`config.mk`:
```
export PLATFORM = sky130hd
export DESIGN_NAME = alu_result_serializer
export DESIGN_NICKNAME = d
export VERILOG_FILES = /design/src/rtl/alu_result_serializer.sv
export SDC_FILE = /design/constraint.sdc
export NUM_CORES = 1
export LEC_CHECK = 0
export BUFFER_PORTS_ARGS = -buffer_cell sky130_fd_sc_hd__buf_2
export CAP_MARGIN = 20
export CORE_MARGIN = 8
export CORE_UTILIZATION = 60
export DETAILED_ROUTE_END_ITERATION = 8
export PLACE_DENSITY = 0.83
export SYNTH_ARGS = -nofsm -noshare
export SYNTH_HDL_FRONTEND = slang
export SYNTH_SLANG_ARGS = --single-unit
export TNS_END_PERCENT = 1
```
`constraint.sdc`:
```
create_clock -name clk -period 5.17 [get_ports clk]
set_input_delay 0 -clock clk [delete_from_list [all_inputs] [get_ports clk]]
set_output_delay 0 -clock clk [all_outputs]
set_load 0.02 [all_outputs]
```
`src/rtl/alu_result_serializer.sv`:
```
// rtl/alu_result_serializer.sv - serial transmitter for ALU result / flags / error frames
//
// Purpose:
//   Takes one ALU result word (C), its flags, or an error code, and sends it on
//   a single registered serial line. Every packet is 11 bits long:
//   start(0), type(DATA=0/CTL=1), 8 payload bits MSB first, stop(1).
//   A normal result goes out as 4 DATA packets (C MSB byte first) followed by
//   one CTL packet {0, flags, crc3}. An error code goes out as a single CTL
//   packet {1, ef, even-parity bit}.
//
// Ports:
//   clk    in   system clock; sout changes only on its rising edge
//   rst_n  in   asynchronous active-low reset; aborts any frame at once
//   req    in   transaction request, accepted when req && ready
//   ready  out  high only while idle
//   C      in   32-bit ALU result, sampled on accept
//   flags  in   {Carry, Overflow, Zero, Negative}, sampled on accept
//   err    in   {data_err, crc_err, op_err}, sampled on accept
//   sout   out  serial line (registered)
//   done   out  one-cycle pulse in the first idle cycle after the last stop bit

module alu_result_serializer #(
  parameter int   DATA_BYTES = 4,
  parameter logic IDLE_LEVEL = 1'b1
) (
  input  logic        clk,
  input  logic        rst_n,
  input  logic        req,
  output logic        ready,
  input  logic [31:0] C,
  input  logic [3:0]  flags,
  input  logic [2:0]  err,
  output logic        sout,
  output logic        done
);

  // Index of the CTL packet in a normal frame; an error frame has only packet 0.
  localparam logic [2:0] LAST_NORMAL = 3'(DATA_BYTES);

  // The state names what is on the line during the current cycle.
  typedef enum logic [2:0] {
    S_IDLE,
    S_START,
    S_TYPE,
    S_DATA,
    S_STOP
  } state_t;

  state_t      state_q;
  logic        sout_q;
  logic        ready_q;
  logic        done_q;
  logic [2:0]  bit_cnt_q;
  logic [2:0]  pkt_cnt_q;
  logic [2:0]  last_q;
  logic [7:0]  shift_q;
  logic [31:0] c_q;
  logic [7:0]  ctl_byte_q;

  logic        err_any_d;
  logic [5:0]  ef_d;
  logic [7:0]  err_byte_d;
  logic [2:0]  crc_d;
  logic [7:0]  ctl_byte_d;
  logic [2:0]  pkt_next_d;
  logic [7:0]  next_byte_d;

  // CRC-3, x^3+x+1, init 0, MSB of d shifted in first.
  function automatic logic [2:0] crc3(input logic [36:0] d);
    logic [2:0] r;
    logic       fb;
    r = 3'b000;
    for (int i = 36; i >= 0; i--) begin
      fb = r[2] ^ d[i];
      r  = {r[1:0], 1'b0} ^ {1'b0, fb, fb};
    end
    return r;
  endfunction

  // Byte idx of the result word, idx 0 being the most significant byte.
  function automatic logic [7:0] data_byte(input logic [31:0] c, input logic [2:0] idx);
    logic [31:0] s;
    s = c << (8 * idx);
    return s[31:24];
  endfunction

  // Error code selection, highest bit wins.
  always_comb begin
    err_any_d = |err;
    ef_d      = 6'b000000;
    if (err[2]) begin
      ef_d = 6'b100100;
    end else if (err[1]) begin
      ef_d = 6'b010010;
    end else if (err[0]) begin
      ef_d = 6'b001001;
    end
    // Trailing bit makes the whole error byte even parity.
    err_byte_d = {1'b1, ef_d, ^{1'b1, ef_d}};
  end

  // CRC is computed in parallel at accept time so it is ready long before CTL.
  always_comb begin
    crc_d      = crc3({C, 1'b0, flags});
    ctl_byte_d = err_any_d ? err_byte_d : {1'b0, flags, crc_d};
  end

  // Payload for the packet that follows the current one.
  always_comb begin
    pkt_next_d  = pkt_cnt_q + 3'd1;
    next_byte_d = (pkt_next_d == last_q) ? ctl_byte_q : data_byte(c_q, pkt_next_d);
  end

  always_ff @(posedge clk or negedge rst_n) begin
    if (!rst_n) begin
      state_q    <= S_IDLE;
      sout_q     <= IDLE_LEVEL;
      ready_q    <= 1'b1;
      done_q     <= 1'b0;
      bit_cnt_q  <= 3'd0;
      pkt_cnt_q  <= 3'd0;
      last_q     <= 3'd0;
      shift_q    <= 8'h00;
      c_q        <= 32'h0;
      ctl_byte_q <= 8'h00;
    end else begin
      done_q <= 1'b0;
      case (state_q)
        S_IDLE: begin
          sout_q  <= IDLE_LEVEL;
          ready_q <= 1'b1;
          if (req && ready_q) begin
            c_q        <= C;
            ctl_byte_q <= ctl_byte_d;
            last_q     <= err_any_d ? 3'd0 : LAST_NORMAL;
            pkt_cnt_q  <= 3'd0;
            bit_cnt_q  <= 3'd0;
            shift_q    <= err_any_d ? err_byte_d : C[31:24];
            sout_q     <= 1'b0;
            ready_q    <= 1'b0;
            state_q    <= S_START;
          end
        end

        S_START: begin
          // Only the final packet of a frame is a CTL packet.
          sout_q  <= (pkt_cnt_q == last_q);
          state_q <= S_TYPE;
        end

        S_TYPE: begin
          sout_q    <= shift_q[7];
          shift_q   <= {shift_q[6:0], 1'b0};
          bit_cnt_q <= 3'd0;
          state_q   <= S_DATA;
        end

        S_DATA: begin
          if (bit_cnt_q == 3'd7) begin
            sout_q  <= IDLE_LEVEL;
            state_q <= S_STOP;
          end else begin
            sout_q    <= shift_q[7];
            shift_q   <= {shift_q[6:0], 1'b0};
            bit_cnt_q <= bit_cnt_q + 3'd1;
          end
        end

        S_STOP: begin
          if (pkt_cnt_q < last_q) begin
            sout_q    <= 1'b0;
            pkt_cnt_q <= pkt_next_d;
            shift_q   <= next_byte_d;
            state_q   <= S_START;
          end else begin
            sout_q  <= IDLE_LEVEL;
            ready_q <= 1'b1;
            done_q  <= 1'b1;
            state_q <= S_IDLE;
          end
        end

        default: begin
          sout_q  <= IDLE_LEVEL;
          ready_q <= 1'b1;
          state_q <= S_IDLE;
        end
      endcase
    end
  end

  assign sout  = sout_q;
  assign ready = ready_q;
  assign done  = done_q;

endmodule
```
==> results.toml, run 1 <==
[power_and_ir_drop]
power_mw = 2.17
cellPowerDensity_nw_per_um2 = 517
peakVddDrop_mv = 0.310
p_leak_nw = 2.01

[critical_path]
r2r_start = "pkt_cnt_q[0]"
worst-setup-path-type = "register to register"
endpoint_kind = "register"
regToRegSetupSlack_ns = 2.55
cp.arrival_ns = 2.88
worst_r2r_path_depth = 7
worst_setup_path_start_kind = "register"
cp_max_fo = 13
rr_endpoint = "shift_q[7]"
crit_required_ns = 5.43

[sta]
hold_viol = 0
tns_ns = 0
tightest_slew_ns = 0.967
clock_skew_ns = 0.00544
setup_viol = 0
rsz0062_at_grt = "no"
slew_violations = 0
fin_crit_sh_pct = 50.7
fmax_mhz = 381
relSlewSlack_pct = 35.1
period_minus_slack_ns = 2.62

[final_layout]
nets = 491
stdcell_count = 520
nFillCells = 349
syn2layout_area_growth_pct = 24.4
n_antenna_cell = 0
final_area_um2 = 4190
drive_gt1_share_pct = 17.4
final_core_util_pct = 76.5

[clock_tree]
cts_buffers = 9
cts_root_buf = "clkbuf_8"
cts.sinks = 61
post_cts_buffers = 0
clk_latency_ns = 0.34
cts_tree = "built"
path_clk_slew_ns = 0.06
h-tree-depth = 3
ctsLongestPathBuffers = 2

[yosys]
yosys_warnings = 0
yosys.cell_types.count = 35
syn_area_um2 = 3370
synthTopCellsByArea = "dfrtp_1 (44%), nand2_1 (13%), xnor2_1 (6.2%)"
ys_seq_elements = 61
syn_avg_cell_area_um2 = 9.17
synth_edf_count = 0
synth.top_cell.area_share_pct = 43.9
yosys.area.top_type = "dfrtp_1"
ys_seq_area_share_pct = 45.4
async_reset_ff_share_pct = 100
syn_nets = 415
synthCells = 367
synth_ff_type = "dfrtp_1"

[detailed_routing]
drt_iter0_markers = 287
wl_per_cell_um = 17.9
drc = 0
vias_per_cell = 5.83
vias = 3031
dr.pass1.iters = 6
routed_wirelength_um = 9300
drtAntennaViolNets = 0

[placement]
place_congestion = 0.866
dp_cells = 469
dp_hpwl_um = 5720
portBuffers = 44
placed_area_um2 = 3640

[floorplan]
core_um2 = 5470
die_height_um = 90.9
initial_core_util_pct = 61.5
die_x_um = 90.9
rows = 27
io_pins = 45
die_area_um2 = 8260

[grt]
grt_pass1_vias = 3128
grt_start_max_net_pins = 62
overflow = 0
grt_pass1_wl_um = 15600
antenna_found_initial = 0
grt_usage_pct = 23.7

[run]
drv_cap = 0

[status]
status = "completed"

[min_path]
hold_path.class = "primary input to register"
hold_depth = 3
hold_end = "ctl_byte_q[3]"
hp-start = "flags[0]"
-- worst max path at each step --
stage,from,slack (ns),cells past startpoint,endpoint
floorplan,pkt_cnt_q[0],2.99,9,shift_q[7]
global placement,pkt_cnt_q[0],2.71,7,shift_q[3]
detailed placement,pkt_cnt_q[0],2.62,7,shift_q[7]
CTS,pkt_cnt_q[0],2.59,7,shift_q[7]
global route,pkt_cnt_q[0],2.26,7,shift_q[4]
finish,pkt_cnt_q[0],2.55,7,shift_q[7]
-- where the power goes --
part           switching, mW  internal (mW)  leakage [nW]
clock network          0.180          0.224         0.101
logic                  0.451          0.428          1.15
registers              0.169          0.712         0.758
total                  0.801           1.36          2.01
-- registers in the layout, indices dropped and copies added (netlist names) --
signal	flops
c_q	32
ctl_byte_q	8
shift_q	8
bit_cnt_q	3
pkt_cnt_q	3
state_q	3
done	1
last_q	1
ready	1
sout	1
-- synth_stat cells, drive strengths merged (2+ instances only) --
master / number
clkbuf: 16
nor2: 25
nand3: 4
o21ai: 30
nor3: 6
ha: 6
nand2b: 3
o31ai: 2
dfrtp: 59
dfstp: 2
a21oi: 27
a211oi: 6
inv: 6
xnor3: 8
mux4: 8
xor2: 3
xnor2: 25
o22ai: 2
nand2: 113
and3: 3
-- critical path, stage by stage (launching register included) --
cell and delay (ns):
dfrtp_1 0.74, ha_1 0.31, xor2_1 0.12, nor3b_1 0.70, o21ai_0 0.20, a21oi_1 0.20, a221oi_1 0.08, a21oi_1 0.20
-- layer usage --
metal	global-route usage (%)	up-vias	share of wire (%)	wire length (um)
li1	-	1392	-	-
met1	27.5	1468	39	3670
met2	39.9	143	51	4740
met3	5.40	28	6.5	608
met4	12.7	0	3.0	283
met5	0	-	0	0
-- layout make-up --
cell class	count	area (um^2)	share of cell area (%)
tap	72	90.1	2.15
clock buffer	13	179	4.27
multi-input combinational	283	1760	41.9
sequential	61	1530	36.5
inverter	6	22.5	0.538
timing repair buffer	82	593	14.2
clock inverter	3	17.5	0.418
-- metrics by stage --
step	worst slack [ns]	hold WS [ns]
floorplan	2.99	-0.296
global placement	2.71	0.205
detailed placement	2.62	0.208
CTS	2.59	0.00347
global route	2.26	0.0274
finish	2.55	0.0182
-- cell families after synthesis --
family	count (synthesis)	synth area share (%)
flops	61	45.4
simple gates	158	18.8
fa+ha+maj	6	2.23
mux	9	5.69
compound gates	74	12.3
buf+inv	23	2.60
xor+xnor	36	12.9
-- placed cells by master (no fill, tap or decap), drive strengths merged, types with 4 or more instances in the layout --
master / instances
dlygate4sd3: 35
o21ai: 30
a211oi: 6
buf: 47
nand3: 4
ha: 6
inv: 6
nor2: 25
xnor2: 25
a21oi: 27
mux4: 8
nor3: 6
nand2: 113
xnor3: 8
dfrtp: 59
clkbuf: 13
-- repair_timing --
action,4_1_cts,5_1_grt
gates resized for setup,0,0
endpoints found under the hold margin,93,0
hold buffers,35,0
(Power assumes the default switching activity.)
==> run 2, diff against run 1 <==
--- a/config.mk
+++ b/config.mk
@@ -8,9 +8,9 @@
 export BUFFER_PORTS_ARGS = -buffer_cell sky130_fd_sc_hd__buf_2
 export CAP_MARGIN = 20
 export CORE_MARGIN = 8
-export CORE_UTILIZATION = 60
+export CORE_UTILIZATION = 52
 export DETAILED_ROUTE_END_ITERATION = 8
-export PLACE_DENSITY = 0.83
+export PLACE_DENSITY = 0.76
 export SYNTH_ARGS = -nofsm -noshare
 export SYNTH_HDL_FRONTEND = slang
 export SYNTH_SLANG_ARGS = --single-unit
==> constraint.sdc (replaced) <==
create_clock -name clk -period 2.3 [get_ports clk]
set_input_delay 0 -clock clk [delete_from_list [all_inputs] [get_ports clk]]
set_output_delay 0 -clock clk [all_outputs]
set_load 0.02 [all_outputs]
==> run 2 against run 1 <==
Sequential power increased by 120%. Core utilization decreased by 8.0 points. Critical endpoint is now ctl_byte_q[1]. Clock skew up 0.0013 ns.
==> results.toml, run 2 (synthesis results as in run 1) <==
[detailed_routing]
drc = 0
vias = 3009
drt_iter0_markers = 224
drtAntennaViolNets = 0
vias_per_cell = 5.60
dr.pass1.iters = 5
wl_per_cell_um = 16.9
routed_wirelength_um = 9090

[clock_tree]
cts_buffers = 9
post_cts_buffers = 0
cts.sinks = 61
h-tree-depth = 3
cts_tree = "built"
ctsLongestPathBuffers = 2
cts_root_buf = "clkbuf_8"
clk_latency_ns = 0.35
path_clk_slew_ns = 0.07

[critical_path]
cp_slowest_cell = "dlygate4sd3_1"
worst-setup-path-type = "primary input to register"
cp_max_fo = 3
crit_buf_inv = 2
cp_cell_sequence = "dlygate4sd3_1 -> buf_2 -> xnor2_1 -> xnor3_2 -> xnor3_1 -> xnor3_1 -> o21ai_0 -> o21ai_0"
endpoint_kind = "register"
crit_family = "XOR/XNOR gates"
critPathMaxStageDelay_ns = 0.55
regToRegSetupSlack_ns = 0.20
crit_required_ns = 2.53
cp.arrival_ns = 2.41
worst_setup_path_start_kind = "primary input"

[sta]
fin_crit_sh_pct = 94.7
period_minus_slack_ns = 2.18
tightest_slew_ns = 0.614
setup_viol = 0
tns_ns = 0
clock_skew_ns = 0.00677
relSlewSlack_pct = 58.6
rsz0062_at_grt = "no"
fmax_mhz = 459
slew_violations = 0
hold_viol = 0

[final_layout]
nets = 503
ff_latch_area_um2 = 1530
nFillCells = 493
syn2layout_area_growth_pct = 28.4
mostFrequentLayoutCells = "nand2_1 (113), dfrtp_1 (59), buf_2 (44)"
final_core_util_pct = 68.5
drive_gt1_share_pct = 19.1
largest_reg_flops = 32
final_common_cell = "nand2_1"
n_antenna_cell = 0
largest_register = "c_q"
reg_top3 = "c_q (32), ctl_byte_q (8), shift_q (8)"
multi_input_area_um2 = 1760

[grt]
grt_pass1_vias = 2998
grt_usage_pct = 21.2
grt_pass1_wl_um = 14800
antenna_found_initial = 0
overflow = 0
grt_start_max_net_pins = 40

[status]
status = "completed"

[floorplan]
rows = 29
die_height_um = 96.5
die_x_um = 96.5
io_pins = 45
die_area_um2 = 9300
initial_core_util_pct = 53.3
core_um2 = 6310

[power_and_ir_drop]
clockPowerShare_pct = 20.2
p_comb_share_pct = 41.2
sw_frac_of_total_pct = 36.4
p_int_mw = 3.16
p_seq_share_pct = 38.6
peakVddDrop_mv = 0.693
p_leak_nw = 2.07
cellPowerDensity_nw_per_um2 = 1150
switchingPower_mw = 1.81

[run]
drv_cap = 0

[placement]
place_congestion = 0.846
dp_hpwl_um = 5880
portBuffers = 44

[min_path]
hold_path.class = "primary input to register"
[run 2: cell types whose count changed in the layout (fill, tap and decap cells not counted)]
cell,before,now
buf_4,3,11
dlygate4sd3_1,35,38
clkbuf_8,13,11
buf_12,0,1
bufinv_16,0,1
clkinv_2,2,1
clkinv_4,0,1
clkinvlp_4,1,2
nor3b_1,1,0
nor3b_2,0,1
[run 2: per-layer routing]
metal	GRT usage, %	share of wire, %	vias up	wire (um)
li1	-	-	1424	-
met1	24.9	40	1433	3660
met2	35.6	50	124	4540
met3	5.80	7.1	28	647
met4	9.46	2.7	0	243
met5	0	0	-	0
[run 2: tightest hold or removal path: stages]
cell and delay (ns):
buf_2 0.13, a21oi_1 0.13, o31ai_1 0.07
[run 2: final timing paths]
path	start	cells past startpoint	end
worst max register to register	pkt_cnt_q[0]	7	shift_q[6]
worst max-delay path	C[24]	8	ctl_byte_q[1]
worst min register to register	c_q[11]	2	c_q[11]
max in group asynchronous	rst_n	3	ready
worst min-delay path	flags[2]	3	ctl_byte_q[5]
min in group asynchronous	rst_n	2	last_q[2]
[run 2: timing repair]
item                       CTS  global route
hold endpoints to repair    57             0
setup endpoints to repair    0             8
gates resized for setup      0             1
hold buffers                38             0
[run 2: power groups by stage]
| stage | Sequential, mW | Clock (mW) | Combinational (mW) |
|---|---|---|---|
| floorplan | 1.83 | 0 | 1.50 |
| global placement | 1.91 | 0 | 1.90 |
| detailed placement | 1.92 | 0 | 1.95 |
| CTS | 1.91 | 1.02 | 2.02 |
| global route | 1.98 | 1.06 | 2.26 |
| finish | 1.92 | 1.00 | 2.05 |
[run 2: per-stage QoR]
| stage | std cells | area [um^2] | setup WS [ns] | power (mW) | hold WS (ns) |
|---|---|---|---|---|---|
| floorplan | 367 | 3370 | 0.120 | 3.33 | -0.296 |
| global placement | 483 | 3730 | 0.147 | 3.81 | 0.0142 |
| detailed placement | 483 | 3730 | 0.0445 | 3.88 | 0.0000107 |
| CTS | 537 | 4320 | 0.00931 | 4.95 | 0.00221 |
| global route | 537 | 4320 | 0.0569 | 5.29 | 0.0267 |
| finish | 537 | 4320 | 0.121 | 4.96 | 0.0193 |
[run 2: cell type report]
| cell class | count | area share, % |
|---|---|---|
| multi-input cells | 283 | 40.7 |
| flip-flops and latches | 61 | 35.4 |
| repair buffers | 94 | 16.3 |
| clock buffers | 11 | 3.50 |
| well taps | 77 | 2.23 |
| clock inverters | 5 | 1.36 |
| inverters | 6 | 0.521 |
